$ cat src/rtl/highscore_bcd_scanner_if.sv
// Leaderboard scanner bus: score table in, selected rank and BCD digits out.
interface highscore_bcd_scanner_if;
    logic       show;
    logic       next;
    logic [7:0] hi1;
    logic [7:0] hi2;
    logic [7:0] hi3;
    logic [7:0] hi4;
    logic [7:0] hi5;
    logic [2:0] rank;
    logic [3:0] hundreds;
    logic [3:0] tens;
    logic [3:0] ones;
    logic       valid;

    modport master (
        output show, next, hi1, hi2, hi3, hi4, hi5,
        input  rank, hundreds, tens, ones, valid
    );

    modport slave (
        input  show, next, hi1, hi2, hi3, hi4, hi5,
        output rank, hundreds, tens, ones, valid
    );
endinterface

$ cat src/rtl/highscore_bcd_scanner.sv
// Steps through the five high scores and converts each to BCD with a
// one-iteration-per-clock double-dabble engine for the leaderboard display.
module highscore_bcd_scanner #(
    parameter int DWELL_CYCLES = 50000000,
    parameter int CNT_W        = 26
) (
    input logic                    clk,
    input logic                    resetn,
    highscore_bcd_scanner_if.slave bus
);
    typedef enum logic [1:0] {
        IDLE,
        LOAD,
        SHIFT,
        DISPLAY
    } state_t;

    localparam logic [CNT_W-1:0] DWELL_LAST = CNT_W'(DWELL_CYCLES - 1);

    state_t           r_state;
    logic [2:0]       r_rank;
    logic [3:0]       r_hund;
    logic [3:0]       r_tens;
    logic [3:0]       r_ones;
    logic             r_valid;
    logic [CNT_W-1:0] r_dwell;
    logic [2:0]       r_iter;
    logic [7:0]       r_bin;
    logic [11:0]      r_bcd;

    state_t           w_state_nx;
    logic [2:0]       w_rank_nx;
    logic [3:0]       w_hund_nx;
    logic [3:0]       w_tens_nx;
    logic [3:0]       w_ones_nx;
    logic             w_valid_nx;
    logic [CNT_W-1:0] w_dwell_nx;
    logic [2:0]       w_iter_nx;
    logic [7:0]       w_bin_nx;
    logic [11:0]      w_bcd_nx;
    logic [7:0]       w_hi_sel;
    logic [11:0]      w_bcd_adj;
    logic [19:0]      w_shift;

    // Nibbles are adjusted independently; no carry crosses a nibble boundary.
    assign w_bcd_adj[3:0]   = (r_bcd[3:0]   >= 4'd5) ? r_bcd[3:0]   + 4'd3 : r_bcd[3:0];
    assign w_bcd_adj[7:4]   = (r_bcd[7:4]   >= 4'd5) ? r_bcd[7:4]   + 4'd3 : r_bcd[7:4];
    assign w_bcd_adj[11:8]  = (r_bcd[11:8]  >= 4'd5) ? r_bcd[11:8]  + 4'd3 : r_bcd[11:8];
    assign w_shift          = {w_bcd_adj[10:0], r_bin, 1'b0};

    always_comb begin
        w_hi_sel = 8'd0;
        unique case (r_rank)
            3'd1:    w_hi_sel = bus.hi1;
            3'd2:    w_hi_sel = bus.hi2;
            3'd3:    w_hi_sel = bus.hi3;
            3'd4:    w_hi_sel = bus.hi4;
            3'd5:    w_hi_sel = bus.hi5;
            default: w_hi_sel = 8'd0;
        endcase
    end

    always_comb begin
        w_state_nx = r_state;
        w_rank_nx  = r_rank;
        w_hund_nx  = r_hund;
        w_tens_nx  = r_tens;
        w_ones_nx  = r_ones;
        w_valid_nx = r_valid;
        w_dwell_nx = r_dwell;
        w_iter_nx  = r_iter;
        w_bin_nx   = r_bin;
        w_bcd_nx   = r_bcd;
        unique case (r_state)
            IDLE: begin
                if (bus.show) begin
                    w_state_nx = LOAD;
                    w_rank_nx  = 3'd1;
                end
            end
            LOAD: begin
                w_bin_nx   = w_hi_sel;
                w_bcd_nx   = 12'd0;
                w_iter_nx  = 3'd0;
                w_valid_nx = 1'b0;
                w_state_nx = SHIFT;
            end
            SHIFT: begin
                w_bcd_nx  = w_shift[19:8];
                w_bin_nx  = w_shift[7:0];
                w_iter_nx = r_iter + 3'd1;
                if (r_iter == 3'd7) begin
                    w_hund_nx  = w_shift[19:16];
                    w_tens_nx  = w_shift[15:12];
                    w_ones_nx  = w_shift[11:8];
                    w_valid_nx = 1'b1;
                    w_dwell_nx = '0;
                    w_state_nx = DISPLAY;
                end
            end
            DISPLAY: begin
                w_dwell_nx = r_dwell + 1'b1;
                if (bus.next || r_dwell == DWELL_LAST) begin
                    w_rank_nx  = (r_rank == 3'd5) ? 3'd1 : r_rank + 3'd1;
                    w_valid_nx = 1'b0;
                    w_state_nx = LOAD;
                end
            end
            default: w_state_nx = IDLE;
        endcase
        // Dropping show abandons whatever is in flight.
        if (!bus.show && r_state != IDLE) begin
            w_state_nx = IDLE;
            w_rank_nx  = 3'd0;
            w_hund_nx  = 4'd0;
            w_tens_nx  = 4'd0;
            w_ones_nx  = 4'd0;
            w_valid_nx = 1'b0;
            w_dwell_nx = '0;
            w_iter_nx  = 3'd0;
        end
    end

    always_ff @(posedge clk or negedge resetn) begin
        if (!resetn) begin
            r_state <= IDLE;
            r_rank  <= 3'd0;
            r_hund  <= 4'd0;
            r_tens  <= 4'd0;
            r_ones  <= 4'd0;
            r_valid <= 1'b0;
            r_dwell <= '0;
            r_iter  <= 3'd0;
            r_bin   <= 8'd0;
            r_bcd   <= 12'd0;
        end else begin
            r_state <= w_state_nx;
            r_rank  <= w_rank_nx;
            r_hund  <= w_hund_nx;
            r_tens  <= w_tens_nx;
            r_ones  <= w_ones_nx;
            r_valid <= w_valid_nx;
            r_dwell <= w_dwell_nx;
            r_iter  <= w_iter_nx;
            r_bin   <= w_bin_nx;
            r_bcd   <= w_bcd_nx;
        end
    end

    assign bus.rank     = r_rank;
    assign bus.hundreds = r_hund;
    assign bus.tens     = r_tens;
    assign bus.ones     = r_ones;
    assign bus.valid    = r_valid;
endmodule
$ cat src/flat_wrapper.sv
// flat-port wrapper written by rule: the top's interface ports become plain ports
module highscore_bcd_scanner_flat 
#(
    parameter int DWELL_CYCLES = 50000000,
    parameter int CNT_W        = 26
)
  (clk, resetn, bus_show, bus_next, bus_hi1, bus_hi2, bus_hi3, bus_hi4, bus_hi5, bus_rank, bus_hundreds, bus_tens, bus_ones, bus_valid);
  highscore_bcd_scanner_if bus_i ();
  input logic clk;
  input logic resetn;
  input wire logic [$bits(bus_i.show)-1:0] bus_show;
  input wire logic [$bits(bus_i.next)-1:0] bus_next;
  input wire logic [$bits(bus_i.hi1)-1:0] bus_hi1;
  input wire logic [$bits(bus_i.hi2)-1:0] bus_hi2;
  input wire logic [$bits(bus_i.hi3)-1:0] bus_hi3;
  input wire logic [$bits(bus_i.hi4)-1:0] bus_hi4;
  input wire logic [$bits(bus_i.hi5)-1:0] bus_hi5;
  output wire logic [$bits(bus_i.rank)-1:0] bus_rank;
  output wire logic [$bits(bus_i.hundreds)-1:0] bus_hundreds;
  output wire logic [$bits(bus_i.tens)-1:0] bus_tens;
  output wire logic [$bits(bus_i.ones)-1:0] bus_ones;
  output wire logic [$bits(bus_i.valid)-1:0] bus_valid;
  assign bus_i.show = bus_show;
  assign bus_i.next = bus_next;
  assign bus_i.hi1 = bus_hi1;
  assign bus_i.hi2 = bus_hi2;
  assign bus_i.hi3 = bus_hi3;
  assign bus_i.hi4 = bus_hi4;
  assign bus_i.hi5 = bus_hi5;
  assign bus_rank = bus_i.rank;
  assign bus_hundreds = bus_i.hundreds;
  assign bus_tens = bus_i.tens;
  assign bus_ones = bus_i.ones;
  assign bus_valid = bus_i.valid;
  highscore_bcd_scanner #(.DWELL_CYCLES(DWELL_CYCLES), .CNT_W(CNT_W)) u_core (.clk(clk), .resetn(resetn), .bus(bus_i));
endmodule
$ cat config.mk
export PLATFORM = sky130hd
export DESIGN_NAME = highscore_bcd_scanner_flat
export DESIGN_NICKNAME = d
export VERILOG_FILES = /design/src/rtl/highscore_bcd_scanner_if.sv /design/src/rtl/highscore_bcd_scanner.sv /design/src/flat_wrapper.sv
export SDC_FILE = /design/constraint.sdc
export NUM_CORES = 1
export LEC_CHECK = 0
export ABC_AREA = 1
export BUFFER_PORTS_ARGS = -buffer_cell sky130_fd_sc_hd__buf_2
export CAP_MARGIN = 0
export CORE_MARGIN = 5
export CORE_UTILIZATION = 42
export DETAILED_ROUTE_END_ITERATION = 10
export PLACE_DENSITY = 0.74
export SYNTH_ARGS = -nofsm -noshare
export SYNTH_HDL_FRONTEND = slang
export SYNTH_SLANG_ARGS = --single-unit
$ cat constraint.sdc
create_clock -name clk -period 1.7 [get_ports clk]
set_input_delay 0.085 -clock clk [delete_from_list [all_inputs] [get_ports clk]]
set_output_delay 0.085 -clock clk [all_outputs]
set_load 0.03 [all_outputs]
# ---- Yosys cells after proc, flatten, opt, wreduce, memory -nomap -nowiden
# Cells that the tools add are included.
dict set report word_totals {
  word_cells 83
  in_bits 44
  ff_bits 67
  output_inout_bits 16
}
dict set report classes {
  add_sub_neg 6
  mux 34
  n_reduce_logical 17
  order_cmp 3
  eq_ne 13
}
# op count
set op_table {}
lappend op_table {{2-to-1 mux 26 bit} 2}
lappend op_table {{one-hot mux 26 bit (2 select lines)} 1}
lappend op_table {{2-to-1 mux 4 bit} 11}
lappend op_table {{one-hot mux 8 bit (5 select lines)} 1}
lappend op_table {{adder 26 x 1 -> 26 bit (second input constant)} 1}
lappend op_table {{equality test 26 bit (second input constant)} 1}
lappend op_table {{one-hot mux 12 bit (2 select lines)} 1}
lappend op_table {{2-to-1 mux 3 bit} 6}
lappend op_table {{one-hot mux 8 bit (2 select lines)} 1}
lappend op_table {{greater-or-equal comparator 4 x 3 -> 1 bit (second input constant)} 3}
lappend op_table {{one-hot mux 3 bit (2 select lines)} 2}
lappend op_table {{equality test 3 bit (second input constant)} 3}
lappend op_table {{AND reduction 3 bit} 3}
lappend op_table {{nonzero test 3 bit} 3}
lappend op_table {{adder 4 x 2 -> 4 bit (second input constant)} 2}
lappend op_table {{2-to-1 mux 2 bit} 4}
lappend op_table {{one-hot mux 2 bit (4 select lines)} 1}
lappend op_table {{nonzero test 2 bit} 4}
lappend op_table {{adder 3 x 1 -> 3 bit (second input constant)} 2}
lappend op_table {{equality test 3 x 2 -> 1 bit (second input constant)} 2}
lappend op_table {{!= test 3 x 1 -> 1 bit (second input constant)} 2}
lappend op_table {{equality test 2 bit (second input constant)} 2}
lappend op_table {{AND reduction 2 bit} 2}
lappend op_table {{nonzero test 4 bit} 1}
lappend op_table {{other kinds (10)} 12}

# ---- Longest topological paths before layout
dict set report depth {
  depth_word 5
  mapped_depth 12
}

# ---- Worst setup path after synthesis
# No wires, ideal clock.
dict set report synth_path {
  path_kind {register -> register}
  start {register u_core.r_state[0]}
  end {register u_core.r_bin[1]}
  t_arrival_ns 1.529
  n_path_buf 2
  path_stages_with_launch 7
  synth_period_minus_slack_ns 1.653
  setup_time_ns 0.124
  path_slack_ns 0.047
  cell_sequence {dfrtp_1 inv_1 ha_1 clkbuf_1 buf_1 o21ai_0 o21bai_1}
}
dict set report synth_between {
  elab_chain_len 2
  elab_cells_between_ends 4
  classes_between {eq/ne (2); mux (1); reduce/logical (1)}
}
# element line
set synth_rtl {}
lappend synth_rtl {{start: declaration} highscore_bcd_scanner.sv:20} ;# state_t r_state;
lappend synth_rtl {{start signal: assignment} highscore_bcd_scanner.sv:137} ;# r_state <= w_state_nx;
lappend synth_rtl {{equality test 2 bit or equality test 2 x 1 -> 1 bit (tied branches)} highscore_bcd_scanner.sv:74} ;# unique case (r_state)
lappend synth_rtl {{one-hot mux 8 bit (2 select lines) or nonzero test 2 bit (tied branches)} -}
lappend synth_rtl {{end signal: assignment} highscore_bcd_scanner.sv:145} ;# r_bin <= w_bin_nx;
lappend synth_rtl {{end: declaration} highscore_bcd_scanner.sv:28} ;# logic [7:0] r_bin;
# Several ways; a longest one is shown, not always the timed one.
# A chain may end at the register's enable or synchronous reset.

# ---- Final worst setup path
dict set report layout_path {
  start {register u_core.r_dwell[1]}
  end {register u_core.r_dwell[12]}
}
dict set report layout_between {
  elab_chain_len 3
}
# element line
set layout_rtl {}
lappend layout_rtl {{start: declaration} highscore_bcd_scanner.sv:26} ;# logic [CNT_W-1:0] r_dwell;
lappend layout_rtl {{start signal: assignment} highscore_bcd_scanner.sv:143} ;# r_dwell <= w_dwell_nx;
lappend layout_rtl {{adder 26 x 1 -> 26 bit} highscore_bcd_scanner.sv:102} ;# w_dwell_nx = r_dwell + 1'b1;
lappend layout_rtl {{one-hot mux 26 bit (2 select lines)} highscore_bcd_scanner.sv:74}
lappend layout_rtl {{2-to-1 mux 26 bit} highscore_bcd_scanner.sv:112} ;# if (!bus.show && r_state != IDLE) begin
# Every way passes these cells.

==> impl_metrics.tcl <==
set metrics [dict create \
    p_leak_nw 2.40 \
    critPathKind "reg -> reg" \
    start_util 0.435 \
    grt_use_total 0.175 \
    synth_edf_count 0 \
    via_per_inst 4.99 \
    synth-xor-area-share 0.00648 \
    critPathMaxStageDelay_ns 0.39 \
    synthMuxAreaShare 0 \
    clock_skew_ns 0.0155 \
    yosys_warnings 0 \
    die_w_um 108 \
    met3WireLength_um 558 \
    cp_slowest_cell "dfrtp_1" \
    fmax_mhz 595 \
    min_path_type "in -> reg" \
    min_period_ns 1.68 \
    cts_sinks 67 \
    die_h_um 108 \
    postPlaceCellArea_um2 4630 \
    core_area_um2 9330 \
    crit_buf_inv 1 \
    route.vias.total 3820 \
    place.gp.congestion 0.847 \
    syn2layout_area_growth_pct 22.8 \
    ir_drop_v 0.000568 \
    synth_fa_ha_area_frac 0.0401 \
    drtAntennaViolNets 0 \
    yosys_most_used_dff "dfrtp_1" \
    wl_mm 9.66 \
    p_per_area_nw_per_um2 1180 \
    cts_tree "yes" \
    cp_max_fo 8 \
    cp_cell_sequence "ha_1 > nand3_1 > nor2_2 > nand2_1 > nor2_4 > buf_12 > nand2_4 > o21ai_2 > nor2_1" \
    drv_slew 0 \
    die_area_um2 11700 \
    wl_met1_mm 4.32 \
    grt_pass1_wl_mm 16.7 \
    portBuffers 59 \
    max_cap_violations 0 \
    nets 688 \
    row_count 35 \
    layoutNonFillerInstCount 765 \
    period_share 0.989 \
    critical-path-top-delay-family "simple AND/OR/NAND/NOR gates" \
    synth_top_family_by_area "simple AND/OR/NAND/NOR gates" \
    critPathLaunchType "register" \
    final_common_cell "nand2_1" \
    grt_pass1_vias 3779 \
    ys_ff_latch 67 \
    setup_viol 0 \
    async_flop_share 1.00 \
    synth_area_um2 4050 \
    drt_iter0_drc 170 \
    tightest_slew_ns 0.499 \
    layout_common_cells "nand2_1 (132), inv_1 (80), nor2_1 (68)" \
    cts.clk_slew.worst_paths_ns 0.08 \
    dp_hpwl_mm 7.16 \
    clk_latency_ns 0.35 \
    arrival_ns 1.92 \
    first_pass_iters 5 \
    avgSynthCellArea_um2 7.49 \
    hold_violations 0 \
    fillers 873 \
    rsz0062_at_grt "true" \
    register_area_um2 1680 \
    ios 60 \
    antenna_cells 0 \
    top_layer "met4" \
    multi_input_area_um2 2060 \
    wl_met2_mm 4.67 \
    cts_root_buf "clkbuf_8" \
    drive_gt1_frac 0.236 \
    grt_max_degree 37 \
    ys_types 41 \
    required_ns 1.94 \
    placed_cells_incl_taps 743 \
    cts_made_buffers 9 \
    wl_per_cell_um 12.6 \
    antenna_found_initial 0 \
    endpoint_kind "register" \
    stdcell_area_um2 4980 \
    ys_seq_area_frac 0.414 \
    grt-ovfl-total 0 \
    syn_nets 598 \
    drcViolationCount 0 \
    htree_levels 3 \
    clockBufferDepth 2 \
    status "completed" \
    slew_headroom 0.665 \
    netlist_instances 541 \
    synth-simple-area-share 0.315 \
    synth_compound_area_frac 0.126 \
]
[worst paths after layout]
kind	cells after the start	from	slack, ns	to
worst max-delay path	9	u_core.r_dwell[1]$_DFFE_PN0P_	0.02	u_core.r_dwell[12]$_DFFE_PN0P_
worst min-delay path	5	bus_hi5[6]	0.08	u_core.r_bin[6]$_DFFE_PN0N_
worst max register to register	9	u_core.r_dwell[1]$_DFFE_PN0P_	0.02	u_core.r_dwell[12]$_DFFE_PN0P_
worst min register to register	2	u_core.bus.valid$_DFFE_PN0P_	0.49	u_core.bus.valid$_DFFE_PN0P_
max in group asynchronous	3	resetn	1.03	u_core.r_bin[5]$_DFFE_PN0N_
min in group asynchronous	3	resetn	0.33	u_core.r_dwell[23]$_DFFE_PN0P_
[what timing repair did]
item	in CTS	in global routing
endpoints found under the setup margin	3	25
endpoints found under the hold margin	67	0
pin swaps	4	11
resized for setup	2	23
hold buffers	1	0
cloned	1	0
buffers inserted	0	4
[flip-flops by register name, summed over array words and instances, names as in the netlist]
signal / count
u_core.bus.hundreds: 4
u_core.bus.ones: 4
u_core.bus.rank: 3
u_core.bus.tens: 4
u_core.bus.valid: 1
u_core.r_bcd: 12
u_core.r_bin: 8
u_core.r_dwell: 26
u_core.r_iter: 3
u_core.r_state: 2
[power breakdown]
part           switching (mW)  internal, mW
clock network           0.658         0.730
registers               0.120          1.76
logic                    1.65         0.957
total                    2.43          3.44
[cells by family (layout without fill, tap and decap cells)]
group | Yosys count | count (layout)
simple gates | 279 | 280
compound gates | 83 | 83
fa+ha+maj | 13 | 13
buf+inv | 96 | 190
flops | 67 | 67
xor+xnor | 3 | 3
[per-layer routing]
metal | vias to the layer above | global-route usage
li1 | 1942 | -
met1 | 1768 | 0.228
met2 | 102 | 0.291
met3 | 8 | 0.0376
met4 | 0 | 0.0577
met5 | - | 0
[per-stage QoR]
| stage | hold WS, ns | power [mW] | TNS, ns | setup slack, ns | utilization |
|---|---|---|---|---|---|
| finish | 0.0760 | 5.87 | 0 | 0.0195 | 0.534 |
| global route | 0.0911 | 6.28 | -0.523 | -0.0789 | 0.534 |
| floorplan | -0.211 | 3.62 | 0 | 0.0471 | - |
| CTS | 0.0520 | 5.75 | 0 | 0.0166 | 0.522 |
| detailed placement | 0.157 | 4.26 | 0 | 0.00646 | 0.497 |
| global placement | 0.163 | 4.18 | 0 | 0.0511 | 0.497 |
[synthesized netlist by cell type, types with 3 or more instances]
| master | number | area, um2 |
|---|---|---|
| nand3_1 | 27 | 135 |
| o21ai_0 | 21 | 105 |
| nor2_2 | 3 | 18.8 |
| o22ai_1 | 30 | 188 |
| nand2_4 | 3 | 33.8 |
| inv_1 | 83 | 312 |
| a32o_1 | 3 | 30.0 |
| ha_1 | 13 | 163 |
| clkbuf_1 | 3 | 11.3 |
| nor3_1 | 8 | 40.0 |
| o21bai_1 | 6 | 45.0 |
| nand2_1 | 133 | 499 |
| a21oi_1 | 12 | 60.1 |
| nor2_1 | 72 | 270 |
| nand4_1 | 15 | 93.8 |
| dfrtp_1 | 67 | 1680 |
| xor2_1 | 3 | 26.3 |
| or2_2 | 5 | 31.3 |
| buf_6 | 3 | 33.8 |
| nor2_4 | 3 | 33.8 |
[worst register-to-register path: stages (launching register included)]
cell     delay, ns
dfrtp_1       0.39
ha_1          0.19
nand3_1       0.17
nor2_2        0.16
nand2_1       0.12
nor2_4        0.18
buf_12        0.14
nand2_4       0.05
o21ai_2       0.13
nor2_1        0.05
[final cells by class]
class	instances	share of cell area
well taps	129	0.0324
clock buffers	10	0.0277
flip-flops and latches	67	0.337
clock inverters	6	0.0143
repair buffers	89	0.109
inverters	85	0.0651
multi-input cells	379	0.415
No activity file was read; power rests on OpenSTA's default activity.
